==> config.mk <==
export PLATFORM = sky130hd
export DESIGN_NAME = seven_seg_scan
export DESIGN_NICKNAME = d
export VERILOG_FILES = /design/src/rtl/seven_seg_scan.sv
export SDC_FILE = /design/constraint.sdc
export NUM_CORES = 1
export LEC_CHECK = 0
export ABC_AREA = 1
export CORE_ASPECT_RATIO = 1.4
export CORE_UTILIZATION = 44
export DETAILED_ROUTE_END_ITERATION = 10
export DONT_BUFFER_PORTS = 1
export HOLD_SLACK_MARGIN = 0.08
export PLACE_DENSITY = 0.58
export SYNTH_ARGS = -nofsm -noshare
export SYNTH_HDL_FRONTEND = slang
export SYNTH_SLANG_ARGS = --single-unit
export TNS_END_PERCENT = 10
==> constraint.sdc <==
create_clock -name clk -period 2.1 [get_ports clk]
set_input_delay 0.42 -clock clk [delete_from_list [all_inputs] [get_ports clk]]
set_output_delay 0.42 -clock clk [all_outputs]
set_load 0.01 [all_outputs]
==> src/rtl/seven_seg_scan.sv <==
`default_nettype none
// ============================================================================
// Module      : seven_seg_scan
// Description : Time-multiplexed seven-segment display driver. A prescaler
//               divides clk into digit slots; each slot starts with a short
//               all-off window to avoid ghosting, then lights one digit.
//               New data is captured into a shadow register on load and is
//               moved to the display register only at frame start, so a
//               frame never mixes old and new data.
// Ports       : clk        - clock, rising edge
//               rst_n      - asynchronous active-low reset
//               value      - hex nibbles, nibble i drives digit i
//               dp_in      - per-digit decimal point (1 = lit)
//               blank_in   - per-digit force blank (1 = digit off)
//               load       - capture strobe for value/dp_in/blank_in/lz_blank
//               lz_blank   - leading-zero blanking enable
//               segout     - {dp, g..a}, registered, polarity per parameter
//               digit_sel  - one-hot digit enable, registered
//               frame_done - one-cycle pulse at the start of each new frame
// Revision    : 1.0 - initial release
// ============================================================================
module seven_seg_scan #(
    parameter int NUM_DIGITS     = 4,
    parameter int CLK_DIV        = 1000,
    parameter int BLANK_CYC      = 4,
    parameter bit SEG_ACTIVE_LOW = 1'b1,
    parameter bit DIG_ACTIVE_LOW = 1'b1
) (
    input  logic                    clk,
    input  logic                    rst_n,
    input  logic [4*NUM_DIGITS-1:0] value,
    input  logic [NUM_DIGITS-1:0]   dp_in,
    input  logic [NUM_DIGITS-1:0]   blank_in,
    input  logic                    load,
    input  logic                    lz_blank,
    output logic [7:0]              segout,
    output logic [NUM_DIGITS-1:0]   digit_sel,
    output logic                    frame_done
);

    localparam int PW = $clog2(CLK_DIV);
    localparam int IW = (NUM_DIGITS > 1) ? $clog2(NUM_DIGITS) : 1;
    localparam logic [7:0]            SEG_OFF = SEG_ACTIVE_LOW ? 8'hFF : 8'h00;
    localparam logic [NUM_DIGITS-1:0] DIG_OFF = DIG_ACTIVE_LOW ? {NUM_DIGITS{1'b1}}
                                                               : {NUM_DIGITS{1'b0}};

    function automatic logic [6:0] hex7(input logic [3:0] n);
        case (n)
            4'h0: hex7 = 7'h3F;  4'h1: hex7 = 7'h06;
            4'h2: hex7 = 7'h5B;  4'h3: hex7 = 7'h4F;
            4'h4: hex7 = 7'h66;  4'h5: hex7 = 7'h6D;
            4'h6: hex7 = 7'h7D;  4'h7: hex7 = 7'h07;
            4'h8: hex7 = 7'h7F;  4'h9: hex7 = 7'h6F;
            4'hA: hex7 = 7'h77;  4'hB: hex7 = 7'h7C;
            4'hC: hex7 = 7'h39;  4'hD: hex7 = 7'h5E;
            4'hE: hex7 = 7'h79;  default: hex7 = 7'h71;
        endcase
    endfunction

    logic [PW-1:0]             presc_q, presc_d;
    logic [IW-1:0]             idx_q, idx_d;
    logic [4*NUM_DIGITS-1:0]   shd_val_q, shd_val_d, disp_val_q, disp_val_d;
    logic [NUM_DIGITS-1:0]     shd_dp_q, shd_dp_d, disp_dp_q, disp_dp_d;
    logic [NUM_DIGITS-1:0]     shd_bl_q, shd_bl_d, disp_bl_q, disp_bl_d;
    logic                      shd_lz_q, shd_lz_d, disp_lz_q, disp_lz_d;
    logic                      wrap_q, wrap_d;
    logic                      frame_done_q, frame_done_d;
    logic [7:0]                segout_q, segout_d;
    logic [NUM_DIGITS-1:0]     digit_sel_q, digit_sel_d;

    logic                      presc_term;
    logic                      idx_last;
    logic                      zero_run;
    logic [NUM_DIGITS-1:0]     lz_mask;
    logic [NUM_DIGITS-1:0]     one_hot;
    logic [3:0]                cur_nib;
    logic                      cur_dp;
    logic                      cur_off;
    logic [7:0]                pattern;

    always_comb begin
        presc_term = (presc_q == PW'(CLK_DIV - 1));
        idx_last   = (idx_q == IW'(NUM_DIGITS - 1));
        wrap_d     = presc_term && idx_last;

        presc_d = presc_term ? '0 : presc_q + PW'(1);
        idx_d   = idx_q;
        if (presc_term) begin
            idx_d = idx_last ? '0 : idx_q + IW'(1);
        end

        // Shadow always accepts a load; the display only takes the shadow
        // as it stood before this edge, so a load coinciding with frame
        // start is deferred to the following frame.
        shd_val_d = load ? value    : shd_val_q;
        shd_dp_d  = load ? dp_in    : shd_dp_q;
        shd_bl_d  = load ? blank_in : shd_bl_q;
        shd_lz_d  = load ? lz_blank : shd_lz_q;

        disp_val_d = wrap_d ? shd_val_q : disp_val_q;
        disp_dp_d  = wrap_d ? shd_dp_q  : disp_dp_q;
        disp_bl_d  = wrap_d ? shd_bl_q  : disp_bl_q;
        disp_lz_d  = wrap_d ? shd_lz_q  : disp_lz_q;

        // Leading-zero mask: walk from the most significant digit down,
        // blanking while every nibble seen so far is zero. Digit 0 is exempt.
        zero_run = 1'b1;
        lz_mask  = '0;
        for (int i = NUM_DIGITS - 1; i >= 0; i--) begin
            zero_run   = zero_run && (disp_val_q[4*i +: 4] == 4'h0);
            lz_mask[i] = zero_run && (i > 0) && disp_lz_q;
        end

        cur_nib = 4'h0;
        cur_dp  = 1'b0;
        cur_off = 1'b0;
        one_hot = '0;
        for (int i = 0; i < NUM_DIGITS; i++) begin
            one_hot[i] = (idx_q == IW'(i));
            if (idx_q == IW'(i)) begin
                cur_nib = disp_val_q[4*i +: 4];
                cur_dp  = disp_dp_q[i];
                cur_off = disp_bl_q[i] || lz_mask[i];
            end
        end

        pattern = cur_off ? 8'h00 : {cur_dp, hex7(cur_nib)};

        if (presc_q < PW'(BLANK_CYC)) begin
            segout_d    = SEG_OFF;
            digit_sel_d = DIG_OFF;
        end else begin
            segout_d    = pattern ^ SEG_OFF;
            digit_sel_d = one_hot ^ DIG_OFF;
        end

        // wrap_q marks presc/idx = 0/0; one more stage lines the pulse up
        // with the registered first blanked output of digit 0.
        frame_done_d = wrap_q;
    end

    always_ff @(posedge clk or negedge rst_n) begin
        if (!rst_n) begin
            presc_q      <= '0;
            idx_q        <= '0;
            shd_val_q    <= '0;
            shd_dp_q     <= '0;
            shd_bl_q     <= '0;
            shd_lz_q     <= 1'b0;
            disp_val_q   <= '0;
            disp_dp_q    <= '0;
            disp_bl_q    <= '0;
            disp_lz_q    <= 1'b0;
            wrap_q       <= 1'b0;
            frame_done_q <= 1'b0;
            segout_q     <= SEG_OFF;
            digit_sel_q  <= DIG_OFF;
        end else begin
            presc_q      <= presc_d;
            idx_q        <= idx_d;
            shd_val_q    <= shd_val_d;
            shd_dp_q     <= shd_dp_d;
            shd_bl_q     <= shd_bl_d;
            shd_lz_q     <= shd_lz_d;
            disp_val_q   <= disp_val_d;
            disp_dp_q    <= disp_dp_d;
            disp_bl_q    <= disp_bl_d;
            disp_lz_q    <= disp_lz_d;
            wrap_q       <= wrap_d;
            frame_done_q <= frame_done_d;
            segout_q     <= segout_d;
            digit_sel_q  <= digit_sel_d;
        end
    end

    assign segout     = segout_q;
    assign digit_sel  = digit_sel_q;
    assign frame_done = frame_done_q;

endmodule
`default_nettype wire

==> out/qor.csv <==
stage;metric;value;unit
worst_setup_path;CP cell instances;inv_2 > ha_4 > a21oi_1 > nand2_1 > nand2_2 > inv_1 > ha_1 > nand2_1 > nand2_1 > a21oi_1 > nand2_1;
routing;antenna-violating nets left;0;
timing;Tcrit/Tclk final;91.74;%
synthesis;Avg Cell Area, Syn;9.062;um^2
routing;WL final;6305;um
synthesis;synthesized instance count;395;
final_layout;share of post-route cells with drive strength above 1;20.65;%
timing;Max Transition Viols Final;0;
timing;Least-Margin Pin Slew;0.3761;ns
place;Port Buf Inserts;0;
clocking;clock slew seen by the registers of the worst setup and hold paths;0.07;ns
timing;max frequency;519.1;MHz
routing;Routed wire per std cell;12.56;um
final_layout;nets;437;
synthesis;Yosys reg bits;76;
timing;clock period minus worst slack;1.927;ns
power_and_ir_drop;leakage power;1.918;nW
synthesis;post-synth top area share;44.74;%
place;GPL Wtd Cong;0.8967;
worst_setup_path;Worst Setup End Kind;flip-flop;
clocking;cts bufs inserted;9;
synthesis;area leader, netlist;dfrtp_1;
timing;Hold WS;-0.2313;ns
place;final HPWL from detailed placement;4422;um
routing;Starting DRT DRC Count;108;
timing;skew final;0.006013;ns
clocking;root buf cell;clkbuf_8;
run_status;status;finished with violations;
routing;DRT Pass-1 Iters;4;
worst_setup_path;CP Max Fanout;10;
timing;max_slew headroom;74.93;%
clocking;Clock Latency Late Sink;0.34;ns
timing;Final Hold Fails;76;
power_and_ir_drop;Pwr Density;673.9;nW/um^2
die;Die Area;8506;um^2
flow_run;max-cap violations;0;
routing;via count;2489;
power_and_ir_drop;Tot Pwr;0.002629;W
synthesis;sequential area share after synthesis;53.55;%
synthesis;Mapped Nets;434;
die;Starting Density;45.91;%
run_status;failing checks;negative hold slack;
final_layout;n_diodes;0;
die;core area;7797;um^2
clocking;CTS tree;built;
grt;initial antenna violation count;0;
final_layout;commonest non-fill, non-tap cell in the layout;nand2_1;
synthesis;top cells by area, synth;dfrtp_1 45%, nand2_1 11%, dfstp_2 8.8%;
worst_setup_path;Worst Path Buf+Inv;2;
routing;vias per cell;4.958;
clocking;Clock Tree Buf Depth;2;
clocking;# clock sinks;76;
timing;setup violators final;0;
min_path;Hold Crit Class;in2async;
clocking;setup bufs post-CTS;0;
grt;total track usage;17.09;%
die;Die X;78.23;um
clocking;CTS H-tree lvls;3;
worst_setup_path;Max stage delay cell, worst path;dfrtp_1;
die;Die Ht;108.7;um
worst_setup_path;largest stage delay on the critical path;0.44;ns
worst_setup_path;Setup Crit Path Kind;reg2reg;
die;I/O pin total;41;
worst_setup_path;data required time at the worst endpoint;2.37;ns
grt;largest net degree at the start of global routing;77;
grt;GRT overflow;0;
worst_setup_path;Crit path arrival time;2.19;ns
routing;number of remaining DRC errors;0;
synthesis;Async SR Flop Fraction;100.0;%
synthesis;number of synthesized flops with an enable pin;0;
synthesis;YS warnings;0;
synthesis;count of different cell masters after synthesis;33;
synthesis;Post-synth top flop;dfrtp_1;
final_layout;Area Overhead vs Synth;8.983;%
die;FP Rows;38;
worst_setup_path;Worst setup SP type;flip-flop;
worst_setup_path;CP most frequent cell;nand2_1;
place;DP Area;3666;um^2
worst_setup_path;Largest delay share family, worst path;adder cells;
synthesis;Synth Cell Area;3580;um^2
grt;global-route wire length before repair;11030;um
final_layout;Finished Cell Area;3901;um^2
power_and_ir_drop;Peak VDD IR;0.0004077;V
grt;vias in the first global route;2407;
final_layout;final core utilization;50.03;%
final_layout;commonest cells after routing, fill and taps aside;100 x nand2_1, 63 x dfrtp_1, 45 x inv_1;
-- per-stage QoR --
step	instances	worst slack [ns]	setup TNS [ns]
2_1_floorplan	395	0.2214	0
3_3_place_gp	487	0.1427	0
3_5_place_dp	487	0.07435	0
4_1_cts	502	0.007123	0
5_1_grt	502	-0.01003	-0.01003
6_report	502	0.1734	0
-- synthesized netlist by cell type (2+ instances only) --
cell type	number
a21oi_1	18
buf_2	2
buf_4	2
buf_6	4
clkbuf_1	4
dfrtp_1	64
dfstp_2	12
ha_1	11
inv_1	48
inv_2	4
mux2_2	5
nand2_1	101
nand2_2	3
nand3_1	17
nor2_1	24
nor2_4	2
nor3_1	3
o21ai_0	35
o21ai_2	20
or2_2	2
xor2_1	2
-- layout make-up --
class | count | area [um^2]
clock buffer | 10 | 127.6
clock inverter | 5 | 53.80
fill | 782 | 3896
inverter | 52 | 198.9
multi-input combinational | 254 | 1428
sequential | 76 | 1918
tap | 100 | 125.1
timing repair buffer | 5 | 50.05
-- power by group --
| part | switching, W | internal [W] |
|---|---|---|
| Combinational | 0.0000380 | 0.0000247 |
| Sequential | 0.0000126 | 0.00151 |
| Clock | 0.000508 | 0.000538 |
| Total | 0.000558 | 0.00207 |
-- layer usage --
layer  global-route usage (%)  part of all wire, %  routed length [um]  vias up
li1                         -                    -                   -     1255
met1                    20.05                   45                2819     1183
met2                    28.95                   50                3169       42
met3                    5.105                  3.2                 204        9
met4                    7.407                  1.8                 112        0
met5                        0                    0                   0        -
-- what timing repair did --
action / CTS / global route
resized for setup: 0 / 14
endpoints found under the setup margin: 0 / 7
endpoints found under the hold margin: 76 / 76
-- path summary, 6_finish.rpt --
check	start	to	slack [ns]	cells past startpoint
worst max-delay path	idx_q[0]$_DFFE_PN0N_	segout[1]$_DFF_PN1_	0.17	11
worst min-delay path	rst_n	presc_q[2]$_DFF_PN0_	-0.23	0
worst max register to register	idx_q[0]$_DFFE_PN0N_	segout[1]$_DFF_PN1_	0.17	11
worst min register to register	frame_done_d$_DFF_PN0_	frame_done$_DFF_PN0_	0.35	0
max in group asynchronous	rst_n	digit_sel[3]$_DFF_PN1_	2.11	0
min in group clk	load	shd_val_q[4]$_DFFE_PN0P_	0.19	1
-- logic make-up (layout without fill, tap and decap cells) --
kind of cell               after synthesis  in the layout  share of synthesized area, %
AOI/OAI and AO/OA                       78             78                         13.63
and+or+nand+nor                        158            158                         18.98
adders and majority gates               11             11                         3.845
muxes                                    5              5                         1.573
buffers and inverters                   65             72                         7.934
DFF                                     76             76                         53.55
xor gates and xnor gates                 2              2                        0.4894
-- state kept, by name (all words and copies together), names as in the netlist, 2 cells and up --
| register | flops |
|---|---|
| disp_dp_q | 4 |
| segout | 8 |
| presc_q | 10 |
| disp_bl_q | 4 |
| shd_bl_q | 4 |
| shd_val_q | 16 |
| digit_sel | 4 |
| disp_val_q | 16 |
| idx_q | 2 |
| shd_dp_q | 4 |
No activity file was read; power rests on OpenSTA's default activity.
